**src/rtl/prg_loader_if.sv**
```systemverilog
// SDRAM write-side bus: toggle request/ack handshake between a loader (device)
// and the SDRAM controller.
interface sdram_bus #(
    parameter int ADDR_W = 23,
    parameter int DATA_W = 16
) ();
    logic              req;
    logic              ack;
    logic              we;
    logic [ADDR_W-1:0] address;
    logic [DATA_W-1:0] data_write;

    modport device (
        output req,
        output we,
        output address,
        output data_write,
        input  ack
    );

    modport controller (
        input  req,
        input  we,
        input  address,
        input  data_write,
        output ack
    );
endinterface

```
**src/rtl/prg_loader.sv**
```systemverilog
// PRG image loader: packs an incoming byte stream into 16-bit little-endian words
// and writes them to SDRAM over the toggle request/ack bus.
module prg_loader #(
    parameter int ADDR_BITS = 24
) (
    input  logic                 clk,
    input  logic                 rst_n,
    input  logic                 start,
    input  logic [ADDR_BITS-2:0] base_addr,
    input  logic                 in_valid,
    input  logic [7:0]           in_data,
    input  logic                 in_last,
    output logic                 in_ready,
    output logic                 busy,
    output logic                 done,
    output logic [ADDR_BITS-2:0] word_count,
    sdram_bus.device             ram
);
    localparam int WA = ADDR_BITS - 1;

    typedef enum logic [1:0] {
        S_IDLE,
        S_ACTIVE,
        S_FLUSH,
        S_DONE
    } state_t;

    state_t          state_q, state_d;
    logic [WA-1:0]   wptr_q, wptr_d;
    logic [WA-1:0]   word_count_q, word_count_d;
    logic            half_q, half_d;
    logic [7:0]      low_q, low_d;
    logic            pend_valid_q, pend_valid_d;
    logic [15:0]     pend_data_q, pend_data_d;
    logic            outstanding_q, outstanding_d;
    logic            req_q, req_d;
    logic            we_q, we_d;
    logic [WA-1:0]   addr_q, addr_d;
    logic [15:0]     data_q, data_d;

    logic            bus_idle;
    logic            issue;
    logic            ready_c;
    logic            accept;

    always_ff @(posedge clk or negedge rst_n) begin
        if (!rst_n) begin
            state_q       <= S_IDLE;
            wptr_q        <= '0;
            word_count_q  <= '0;
            half_q        <= 1'b0;
            low_q         <= '0;
            pend_valid_q  <= 1'b0;
            pend_data_q   <= '0;
            outstanding_q <= 1'b0;
            req_q         <= 1'b0;
            we_q          <= 1'b0;
            addr_q        <= '0;
            data_q        <= '0;
        end else begin
            state_q       <= state_d;
            wptr_q        <= wptr_d;
            word_count_q  <= word_count_d;
            half_q        <= half_d;
            low_q         <= low_d;
            pend_valid_q  <= pend_valid_d;
            pend_data_q   <= pend_data_d;
            outstanding_q <= outstanding_d;
            req_q         <= req_d;
            we_q          <= we_d;
            addr_q        <= addr_d;
            data_q        <= data_d;
        end
    end

    always_comb begin
        state_d       = state_q;
        wptr_d        = wptr_q;
        word_count_d  = word_count_q;
        half_d        = half_q;
        low_d         = low_q;
        pend_valid_d  = pend_valid_q;
        pend_data_d   = pend_data_q;
        outstanding_d = outstanding_q;
        req_d         = req_q;
        we_d          = we_q;
        addr_d        = addr_q;
        data_d        = data_q;

        bus_idle = (ram.ack == req_q);
        issue    = pend_valid_q && bus_idle;
        // Any byte that completes a word (odd byte, or a padded final even byte)
        // needs a pending slot, which may be the one being freed this cycle.
        ready_c  = (state_q == S_ACTIVE) &&
                   (!pend_valid_q || issue || (!half_q && !in_last));
        accept   = in_valid && ready_c;

        if (outstanding_q && bus_idle) begin
            word_count_d  = word_count_q + WA'(1);
            outstanding_d = 1'b0;
        end

        if (issue) begin
            req_d         = ~req_q;
            we_d          = 1'b1;
            addr_d        = wptr_q;
            data_d        = pend_data_q;
            wptr_d        = wptr_q + WA'(1);
            pend_valid_d  = 1'b0;
            outstanding_d = 1'b1;
        end

        unique case (state_q)
            S_IDLE: begin
                if (start) begin
                    state_d       = S_ACTIVE;
                    wptr_d        = base_addr;
                    word_count_d  = '0;
                    half_d        = 1'b0;
                    pend_valid_d  = 1'b0;
                    outstanding_d = 1'b0;
                end
            end
            S_ACTIVE: begin
                if (accept) begin
                    if (!half_q) begin
                        low_d  = in_data;
                        half_d = 1'b1;
                        if (in_last) begin
                            pend_data_d  = {8'hFF, in_data};
                            pend_valid_d = 1'b1;
                            half_d       = 1'b0;
                            state_d      = S_FLUSH;
                        end
                    end else begin
                        pend_data_d  = {in_data, low_q};
                        pend_valid_d = 1'b1;
                        half_d       = 1'b0;
                        if (in_last) begin
                            state_d = S_FLUSH;
                        end
                    end
                end
            end
            S_FLUSH: begin
                if (!pend_valid_q && bus_idle) begin
                    state_d = S_DONE;
                end
            end
            S_DONE: begin
                state_d = S_IDLE;
            end
            default: begin
                state_d = S_IDLE;
            end
        endcase
    end

    assign in_ready       = ready_c;
    assign busy           = (state_q != S_IDLE);
    assign done           = (state_q == S_DONE);
    assign word_count     = word_count_q;
    assign ram.req        = req_q;
    assign ram.we         = we_q;
    assign ram.address    = addr_q;
    assign ram.data_write = data_q;
endmodule

```
**src/flat_wrapper.sv**
```systemverilog
// flat-port wrapper written by rule: the top's interface ports become plain ports
module prg_loader_flat 
#(
    parameter int ADDR_BITS = 24
)
  (clk, rst_n, start, base_addr, in_valid, in_data, in_last, in_ready, busy, done, word_count, ram_req, ram_we, ram_address, ram_data_write, ram_ack);
  sdram_bus #(.ADDR_W(23), .DATA_W(16)) ram_i ();
  input  logic clk;
  input  logic rst_n;
  input  logic start;
  input  logic [ADDR_BITS-2:0] base_addr;
  input  logic in_valid;
  input  logic [7:0] in_data;
  input  logic in_last;
  output logic in_ready;
  output logic busy;
  output logic done;
  output logic [ADDR_BITS-2:0] word_count;
  output wire logic [$bits(ram_i.req)-1:0] ram_req;
  output wire logic [$bits(ram_i.we)-1:0] ram_we;
  output wire logic [$bits(ram_i.address)-1:0] ram_address;
  output wire logic [$bits(ram_i.data_write)-1:0] ram_data_write;
  input wire logic [$bits(ram_i.ack)-1:0] ram_ack;
  assign ram_req = ram_i.req;
  assign ram_we = ram_i.we;
  assign ram_address = ram_i.address;
  assign ram_data_write = ram_i.data_write;
  assign ram_i.ack = ram_ack;
  prg_loader #(.ADDR_BITS(ADDR_BITS)) u_core (.clk(clk), .rst_n(rst_n), .start(start), .base_addr(base_addr), .in_valid(in_valid), .in_data(in_data), .in_last(in_last), .in_ready(in_ready), .busy(busy), .done(done), .word_count(word_count), .ram(ram_i));
endmodule
```
**config.mk**
```make
export PLATFORM = sky130hd
export DESIGN_NAME = prg_loader_flat
export DESIGN_NICKNAME = d
export VERILOG_FILES = /design/src/rtl/prg_loader_if.sv /design/src/rtl/prg_loader.sv /design/src/flat_wrapper.sv
export SDC_FILE = /design/constraint.sdc
export NUM_CORES = 1
export LEC_CHECK = 0
export ABC_AREA = 1
export BUFFER_PORTS_ARGS = -buffer_cell sky130_fd_sc_hd__clkbuf_2
export CORE_AREA = 2 2 101 103
export DETAILED_ROUTE_END_ITERATION = 8
export DIE_AREA = 0 0 103 105
export GPL_TIMING_DRIVEN = 0
export HOLD_SLACK_MARGIN = 0.02
export PLACE_DENSITY = 0.81
export SETUP_SLACK_MARGIN = 0.3
export SLEW_MARGIN = 5
export SYNTH_ARGS = -nofsm -noshare
export SYNTH_HDL_FRONTEND = slang
export SYNTH_SLANG_ARGS = --single-unit
```
**constraint.sdc**
```tcl
create_clock -name clk -period 2.4 [get_ports clk]
set_input_delay 0.48 -clock clk [delete_from_list [all_inputs] [get_ports clk]]
set_output_delay 0.48 -clock clk [all_outputs]
set_load 0.05 [all_outputs]
```
==> results.toml, run 1 <==
[status]
outcome = "finished, final reports clean"

[sta]
skew_ps = 8.90
finalSetupViolCount = 0
finalCritPeriodShare_pct = 87.1
slew_headroom_pct = 58.4
clock.fmax_mhz = 479
hold_violations = 0
fin_ws_ps = 310
rsz0062_at_grt = "true"
fin_hold_ws_ps = 169
finalMaxSlewViolations = 0
fin_crit_ps = 2090
worst_pin_slew_ps = 624

[power_and_ir_drop]
power_density_nw_per_um2 = 1410
p_sw_mw = 4.62
clkPwrFrac_pct = 22.9
switching_share_pct = 46.8
p_leak_nw = 3.75
vdd_ir_drop_max_uv = 852
p_seq_share_pct = 33.4
p_comb_share_pct = 43.7
power.internal_mw = 5.25

[clocking]
cts_tree = "built"
root_buffer = "clkbuf_8"
clk_latency_ps = 520
h-tree-depth = 4
clock_sinks = 116
clkSlewWorstSetupHoldPaths_ps = 60
cts_buffers = 17
cts_buffer_depth = 2

[drt]
drtPass1Iterations = 6
ant_nets = 0
wirelength_um = 14800
viasPerCell = 5.37
wl_per_cell_um = 15.0
drt-initial-drc-count = 312
drc_errors = 0
dr_total_vias = 5301

[logic_synthesis]
yosysWarnings = 0
synth_commonest_cells = "178 x nand2_1, 116 x dfrtp_1, 107 x inv_1"
synth_top_area_cell = "dfrtp_1"
netlist_area_um2 = 5670
synthCells = 711
ys_seq_area_share_pct = 51.2
async_reset_ff_share_pct = 100
synth-seq-cells = 116
synth_top_area_share_pct = 51.2
synthTopCellsByArea = "dfrtp_1 51%, nand2_1 12%, o21ai_0 8.2%, inv_1 7.1%, nor2_1 4.4%"
synthDistinctLibCells = 28
synthFlopType = "dfrtp_1"
synth_edf_count = 0
yosysMostFrequentCell = "nand2_1"
synth_nets = 754
avgSynthCellArea_um2 = 7.98

[worst_setup_path]
endpoint_kind = "output pin"
reg2reg_from = "u_core.ram.req$_DFFE_PN0P_"
critPathArrivalTime_ps = 1610
ff2ff_setup_slack_ps = 510
startpoint_type = "flop"
worst-setup-path-type = "flop to output pin"
path_max_fanout = 8
cp.required_ps = 1920
reg2reg_depth = 10
timing.rr.end = "u_core.wptr_q[22]$_DFF_PN0_"

[floorplan]
fp.dieH_um = 105
die_x_um = 103
die_area_um2 = 10800
coreArea_um2 = 9640
ios = 104
start_util_pct = 58.8
placementRows = 36

[min_path]
holdPathEnd = "u_core.wptr_q[18]$_DFF_PN0_"
hold_path_class = "primary input to flop"
hp-start = "base_addr[18]"
min_delay_path_depth = 3

[place]
place_congestion = 0.925
dp_cells = 948
dp_hpwl_um = 10400
post-place-ws_ps = 362
portBuffers = 103

[run]
cap_violations = 0

[layout]
area_growth_pct = 23.8
nets = 885
drive_gt1_share_pct = 20.0
instances_no_fill = 988
diodes = 0

[global_route]
grt_pass1_wl_um = 23900
antenna_found_initial = 0
grt_pass1_vias = 5122
track_usage_pct = 28.6
grt-ovfl-total = 0
grt_max_degree = 94
-- registers in the layout, indices dropped and copies added (netlist names), 2 cells and up --
register               flops
u_core.pend_data_q        16
u_core.ram.data_write     16
u_core.state_q             2
u_core.low_q               8
u_core.wptr_q             23
u_core.word_count         23
u_core.ram.address        23
-- worst max-delay path, stage by stage (launching register included) --
cell,delay (ps)
dfrtp_1,400
clkinv_2,150
nand2_1,140
inv_1,70
nand2_1,80
nand2_1,90
buf_8,160
-- kinds of logic after synthesis --
| kind of cell | after synthesis | synth area share [%] |
|---|---|---|
| xor+xnor | 15 | 2.32 |
| mux | 2 | 0.353 |
| flops | 116 | 51.2 |
| compound gates | 132 | 12.2 |
| buf+inv | 130 | 8.83 |
| simple gates | 310 | 23.8 |
| fa+ha+maj | 6 | 1.32 |
-- worst max-delay path by stage --
stage                                      end                     startpoint  slack (ps)  depth (start not counted)
global route                          in_ready     u_core.ram.req$_DFFE_PN0P_         210                          8
detailed placement  u_core.wptr_q[0]$_DFF_PN0_  u_core.state_q[0]$_DFFE_PN0P_         360                          7
floorplan                             in_ready     u_core.ram.req$_DFFE_PN0P_         490                          7
finish                                in_ready      u_core.half_q$_DFFE_PN0P_         310                          6
CTS                                   in_ready  u_core.state_q[1]$_DFFE_PN0P_         300                          5
global placement     u_core.half_q$_DFFE_PN0P_                          rst_n        -810                          1
-- stage by stage --
stage	setup TNS, ps	total power, mW	area, um2	util [%]
2_1_floorplan	0	6.28	5670	-
3_3_place_gp	-93510	7.24	6350	65.9
3_5_place_dp	0	7.42	6390	66.3
4_1_cts	0	9.79	6980	72.4
5_1_grt	0	10.5	7020	72.8
6_report	0	9.87	7020	72.8
-- final cells by class --
cell class | count | area (um2)
repair buffers | 112 | 631
plain buffers | 21 | 91.3
clock inverters | 14 | 114
multi-input cells | 465 | 2280
well taps | 133 | 166
flip-flops and latches | 116 | 2900
inverters | 109 | 414
clock buffers | 18 | 418
fillers | 770 | 2620
-- repair_timing --
item,in CTS,in global routing
gates resized for setup,7,6
pin swaps,1,1
hold endpoints to repair,23,0
buffers inserted,4,3
hold buffers,1,0
setup endpoints to repair,2,13
cloned,0,0
-- per-layer routing --
metal / track usage (%) / up-vias / routed length, um
li1: - / 2525 / -
met1: 37.1 / 2526 / 6230
met2: 45.5 / 214 / 7170
met3: 7.29 / 36 / 1020
met4: 11.6 / 0 / 380
met5: 0 / - / 0
-- power groups by stage --
stage | logic (mW) | clock network (mW) | registers (mW)
CTS | 4.23 | 2.27 | 3.29
finish | 4.31 | 2.26 | 3.30
global route | 4.72 | 2.38 | 3.38
detailed placement | 4.11 | 0 | 3.31
global placement | 3.98 | 0 | 3.27
floorplan | 1.83 | 0 | 4.45
-- layout by cell type, fill, tap and decap left out, drive strengths merged --
| cell | instances |
|---|---|
| nand2 | 183 |
| nor3 | 9 |
| inv | 108 |
| o211ai | 10 |
| a21oi | 25 |
| clkinvlp | 4 |
| o21ai | 94 |
| clkinv | 10 |
| a211oi | 1 |
| bufinv | 1 |
| clkbuf | 133 |
| dlygate4sd3 | 1 |
| nor2 | 72 |
| xor2 | 15 |
| dfrtp | 116 |
| nand3 | 32 |
| nand4 | 12 |
| ha | 6 |
| o21bai | 2 |
| buf | 17 |
| mux2i | 2 |
| or2 | 2 |
(Power assumes the default switching activity.)
==> run 2: changes to the inputs <==
--- a/config.mk
+++ b/config.mk
@@ -12,7 +12,7 @@
 export DIE_AREA = 0 0 103 105
 export GPL_TIMING_DRIVEN = 0
 export HOLD_SLACK_MARGIN = 0.02
-export PLACE_DENSITY = 0.81
+export PLACE_DENSITY = 0.93
 export SETUP_SLACK_MARGIN = 0.3
 export SLEW_MARGIN = 5
 export SYNTH_ARGS = -nofsm -noshare
==> run 2 against run 1 <==
Effect of this change: hold slack improved by 2.8 ps; fmax down 0.29%; via count shrank 0.23%; cell count fell by 0.51%; count of clock-buffer cells in the layout fell by 1; largest power group unchanged; wire length decreased by 2.3%; power up 1.3%; clock power up 8%.
==> results.toml, run 2 (synthesis gave the netlist of run 1 again) <==
[sta]
clock.fmax_mhz = 477
finalMaxSlewViolations = 0
hold_violations = 0
worst_pin_slew_ps = 523
slew_headroom_pct = 65.1
fin_crit_ps = 2100
skew_ps = 6.32
fin_tns_setup_ps = 0
finalCritPeriodShare_pct = 87.3
fin_hold_ws_ps = 172
rsz0062_at_grt = "true"
finalSetupViolCount = 0

[layout]
nets = 880
diodes = 0
final_common_cell = "nand2_1"
multi_input_area_um2 = 2280
ff_latch_area_um2 = 2900
area_growth_pct = 23.9
drive_gt1_share_pct = 19.6
final_cell_mix = "176 x nand2_1, 116 x dfrtp_1, 107 x inv_1, 100 x clkbuf_2, 93 x o21ai_0"
nFillCells = 723

[clocking]
h-tree-depth = 4
cts_buffers = 17
clock_sinks = 116
clkSlewWorstSetupHoldPaths_ps = 60
root_buffer = "clkbuf_8"
clk_latency_ps = 510
cts_tree = "built"
cts_buffer_depth = 2

[power_and_ir_drop]
p_sw_mw = 4.74
p_seq_share_pct = 33.2
p_total_mw = 10.0
power_density_nw_per_um2 = 1420
p_leak_nw = 3.74
power.internal_mw = 5.26
vdd_ir_drop_max_uv = 643
clkPwrFrac_pct = 24.4
p_comb_share_pct = 42.5
switching_share_pct = 47.4

[floorplan]
die_x_um = 103
ios = 104
coreArea_um2 = 9640
fp.dieH_um = 105
placementRows = 36
start_util_pct = 58.8
die_area_um2 = 10800

[worst_setup_path]
critPathArrivalTime_ps = 1620
startpoint_type = "flop"
path_max_fanout = 4
worst-setup-path-type = "flop to output pin"
endpoint_kind = "output pin"
cp.required_ps = 1920

[run]
cap_violations = 0

[drt]
viasPerCell = 5.38
wirelength_um = 14500
wl_per_cell_um = 14.7
dr_total_vias = 5289
drtPass1Iterations = 7
ant_nets = 0
drc_errors = 0
drt-initial-drc-count = 383

[global_route]
track_usage_pct = 28.0
antenna_found_initial = 0
grt_pass1_wl_um = 23600
grt_max_degree = 97
grt_pass1_vias = 5010
grt-ovfl-total = 0

[status]
outcome = "finished, final reports clean"

[min_path]
hold_path_class = "primary input to flop"

[place]
place_congestion = 0.948
portBuffers = 103
dp_hpwl_um = 9790
[run 2: changes by cell type in the layout (fill, tap and decap cells not counted)]
cell / change
inv_8: +4
clkinv_4: -1
inv_6: +6
buf_4: -4
clkinv_2: -8
buf_6: -1
clkbuf_1: -1
[run 2: worst paths after layout]
check	startpoint	to	slack [ps]	cells after the start
min in group asynchronous	rst_n	u_core.word_count[14]$_DFF_PN0_	390	2
hold / removal	base_addr[18]	u_core.wptr_q[18]$_DFF_PN0_	170	3
setup reg to reg	u_core.state_q[1]$_DFFE_PN0P_	u_core.pend_data_q[15]$_DFFE_PN0P_	540	9
max in group asynchronous	rst_n	u_core.low_q[1]$_DFFE_PN0P_	1310	3
setup / recovery	u_core.ram.req$_DFFE_PN0P_	in_ready	300	8
hold reg to reg	u_core.ram.we$_DFFE_PN0P_	u_core.ram.we$_DFFE_PN0P_	470	1
[run 2: power groups by stage]
stage | clock network, mW | registers, mW | logic (mW)
after floorplan | 0 | 4.45 | 1.83
after CTS | 2.45 | 3.29 | 4.20
after detailed placement | 0 | 3.31 | 4.06
after global placement | 0 | 3.27 | 3.95
final | 2.44 | 3.32 | 4.25
after global routing | 2.54 | 3.40 | 4.65
[run 2: repair_timing]
action / 4_1_cts / 5_1_grt
pin swaps: 0 / 1
setup buffers: 1 / 1
setup endpoints to repair: 2 / 11
resized for setup: 5 / 7
endpoints found under the hold margin: 20 / 0
hold buffers: 1 / 0
[run 2: critical path, cell delays in order, from the launching register on]
cell	delay, ps
dfrtp_1	380
inv_1	70
nand2_1	70
nand2_2	90
nor2_4	130
inv_1	70
nand2_1	50
nand2_1	80
buf_8	160
[run 2: cell type report]
class	instances	share of cell area, %
Buffer	21	1.30
Clock buffer	17	5.90
Clock inverter	15	2.28
Inverter	109	5.93
Multi-Input combinational cell	465	32.5
Sequential cell	116	41.3
Tap cell	133	2.37
Timing Repair Buffer	107	8.39
[run 2: per-layer routing]
metal  wire length, um  GRT usage [%]
met5                 0              0
met4               357           11.9
met3              1190           6.69
met2              6960           44.2
met1              5970           36.8
[run 2: metrics by stage]
stage	utilization [%]	instances	area, um2	worst slack, ps
final	72.9	983	7020	304
after detailed placement	66.3	948	6390	370
after floorplan	-	711	5670	486
after CTS	72.6	982	7000	290
after global placement	65.9	947	6350	-784
after global routing	72.9	983	7020	177
==> run 3: changes to the inputs <==
--- a/config.mk
+++ b/config.mk
@@ -7,12 +7,13 @@
 export LEC_CHECK = 0
 export ABC_AREA = 1
 export BUFFER_PORTS_ARGS = -buffer_cell sky130_fd_sc_hd__clkbuf_2
-export CORE_AREA = 2 2 101 103
+export CELL_PAD_IN_SITES_DETAIL_PLACEMENT = 0
+export CELL_PAD_IN_SITES_GLOBAL_PLACEMENT = 2
+export CORE_AREA = 2 2 131 133
 export DETAILED_ROUTE_END_ITERATION = 8
-export DIE_AREA = 0 0 103 105
-export GPL_TIMING_DRIVEN = 0
+export DIE_AREA = 0 0 133 135
 export HOLD_SLACK_MARGIN = 0.02
-export PLACE_DENSITY = 0.93
+export PLACE_DENSITY = 0.94
 export SETUP_SLACK_MARGIN = 0.3
 export SLEW_MARGIN = 5
 export SYNTH_ARGS = -nofsm -noshare
==> run 3 against run 2 <==
Effect of this change: fmax grew 3.7%; die area increased by 66%; via count down 10%; largest cell class unchanged; wire length shrank 1.7%; sequential share of layout area fell by 0.49 points; clock skew up 3.2 ps.
==> results.toml, run 3 (synthesis gave the netlist of run 1 again) <==
[status]
outcome = "finished, final reports clean"

[clocking]
root_buffer = "clkbuf_16"
cts_buffers = 17
h-tree-depth = 4
clock_sinks = 116
cts_buffer_depth = 2
cts_tree = "built"
cts_hold_buf = 0
clkSlewWorstSetupHoldPaths_ps = 60
clk_latency_ps = 420

[sta]
hold_violations = 0
worst_pin_slew_ps = 588
clock.fmax_mhz = 495
skew_ps = 9.49
fin_crit_ps = 2020
fin_tns_setup_ps = 0
finalMaxSlewViolations = 0
rsz0062_at_grt = "false"
finalSetupViolCount = 0
slew_headroom_pct = 60.5
fin_hold_ws_ps = 46.1
finalCritPeriodShare_pct = 84.2

[place]
dp_hpwl_um = 10100
place_congestion = 0.811
dp_cells = 1022
dpl_cell_area_um2 = 6460
portBuffers = 103

[power_and_ir_drop]
p_seq_share_pct = 33.0
power_density_nw_per_um2 = 1410
vdd_ir_drop_max_uv = 648
switching_share_pct = 44.7
p_comb_share_pct = 40.5
clkPwrFrac_pct = 26.5
p_leak_nw = 3.74
p_sw_mw = 4.47
p_total_mw = 10.0
power.internal_mw = 5.54

[floorplan]
fp.dieH_um = 135
coreArea_um2 = 16400
start_util_pct = 34.6
ios = 104
die_x_um = 133
placementRows = 47
die_area_um2 = 18000

[layout]
final_cell_mix = "177 x nand2_1, 116 x dfrtp_1, 107 x inv_1, 100 x clkbuf_2, 93 x o21ai_0"
diodes = 0
instances_no_fill = 1055
nets = 866
final_common_cell = "nand2_1"
drive_gt1_share_pct = 19.4
area_growth_pct = 25.3
design_area_um2 = 7110

[run]
cap_violations = 0

[worst_setup_path]
slowest_stage = "dfrtp_1"
cp_top_family = "buffers and inverters"
reg2reg_from = "u_core.state_q[0]$_DFFE_PN0P_"
cp.buffers_inverters = 3
startpoint_type = "flop"
timing.rr.end = "u_core.wptr_q[1]$_DFF_PN0_"
cp_cell_sequence = "inv_1 -> ha_1 -> inv_1 -> buf_2"
path_max_fanout = 4
cp.required_ps = 1920
slowest_delay_ps = 400
reg2reg_depth = 7
ff2ff_setup_slack_ps = 580
endpoint_kind = "output pin"
critPathArrivalTime_ps = 1540
worst-setup-path-type = "flop to output pin"
cp_common_cell = "inv_1"

[drt]
wl_met3_um = 700
drtPass1Iterations = 5
drt-initial-drc-count = 210
drt-met1-wl_um = 6990
ant_nets = 0
wl_per_cell_um = 13.5
drc_errors = 0
routed.top_layer = "met4"
viasPerCell = 4.50
wirelength_um = 14200
dr_total_vias = 4747
wl_met2_um = 6320

[global_route]
grt_pass1_vias = 4656
grt_max_degree = 54
antenna_found_initial = 0
track_usage_pct = 16.8
grt-ovfl-total = 0
grt_pass1_wl_um = 23600

[min_path]
hold_path_class = "primary input to async pin"
==> run 3: cell types whose count changed in the layout (fill, tap and decap cells not counted), moves of 2 or more <==
cell	previous run	this run
inv_8	4	0
bufinv_16	1	4
clkbuf_8	2	0
buf_2	7	1
clkinv_1	0	2
clkbuf_1	13	1
clkinv_2	0	3
buf_12	0	2
inv_6	7	1
buf_4	3	10
==> run 3: metrics by stage <==
stage / utilization, % / worst slack, ps
final: 43.3 / 380
after global routing: 43.3 / 306
after CTS: 43.2 / 311
after detailed placement: 39.4 / 495
after global placement: 39.4 / 513
after floorplan: - / 486
==> run 3: power by group through the flow <==
stage	clock [mW]	combinational, mW	sequential [mW]
2_1_floorplan	0	1.83	4.45
3_3_place_gp	0	4.00	3.32
3_5_place_dp	0	4.04	3.34
4_1_cts	2.71	4.08	3.31
5_1_grt	2.79	4.53	3.41
6_report	2.65	4.06	3.30
==> run 3: worst max-delay path by stage <==
stage,startpoint,endpoint,slack [ps],cells past startpoint
floorplan,u_core.ram.req$_DFFE_PN0P_,in_ready,490,7
detailed placement,ram_ack,u_core.wptr_q[8]$_DFF_PN0_,500,10
global route,u_core.state_q[0]$_DFFE_PN0P_,busy,310,4
CTS,u_core.ram.req$_DFFE_PN0P_,in_ready,310,8
finish,u_core.state_q[0]$_DFFE_PN0P_,busy,380,4
global placement,ram_ack,u_core.wptr_q[8]$_DFF_PN0_,510,10
==> run 3: what timing repair did <==
| action | CTS | global route |
|---|---|---|
| gates resized for setup | 2 | 5 |
| cloned | 0 | 0 |
| setup endpoints to repair | 1 | 2 |
| pin swaps | 0 | 1 |
| buffers inserted | 0 | 2 |
==> run 3: area by class of cell <==
type	instances	area, um2
timing repair buffer	114	632
clock buffer	18	429
sequential	116	2900
fill	1691	9300
tap	220	275
multi-input combinational	465	2270
inverter	109	409
clock inverter	13	184
==> run 3: metal layers <==
| layer | GRT usage (%) | vias to the layer above |
|---|---|---|
| met5 | 0 | - |
| met4 | 6.27 | 0 |
| met3 | 4.58 | 15 |
| met2 | 25.8 | 89 |
| met1 | 22.7 | 2161 |
| li1 | - | 2482 |
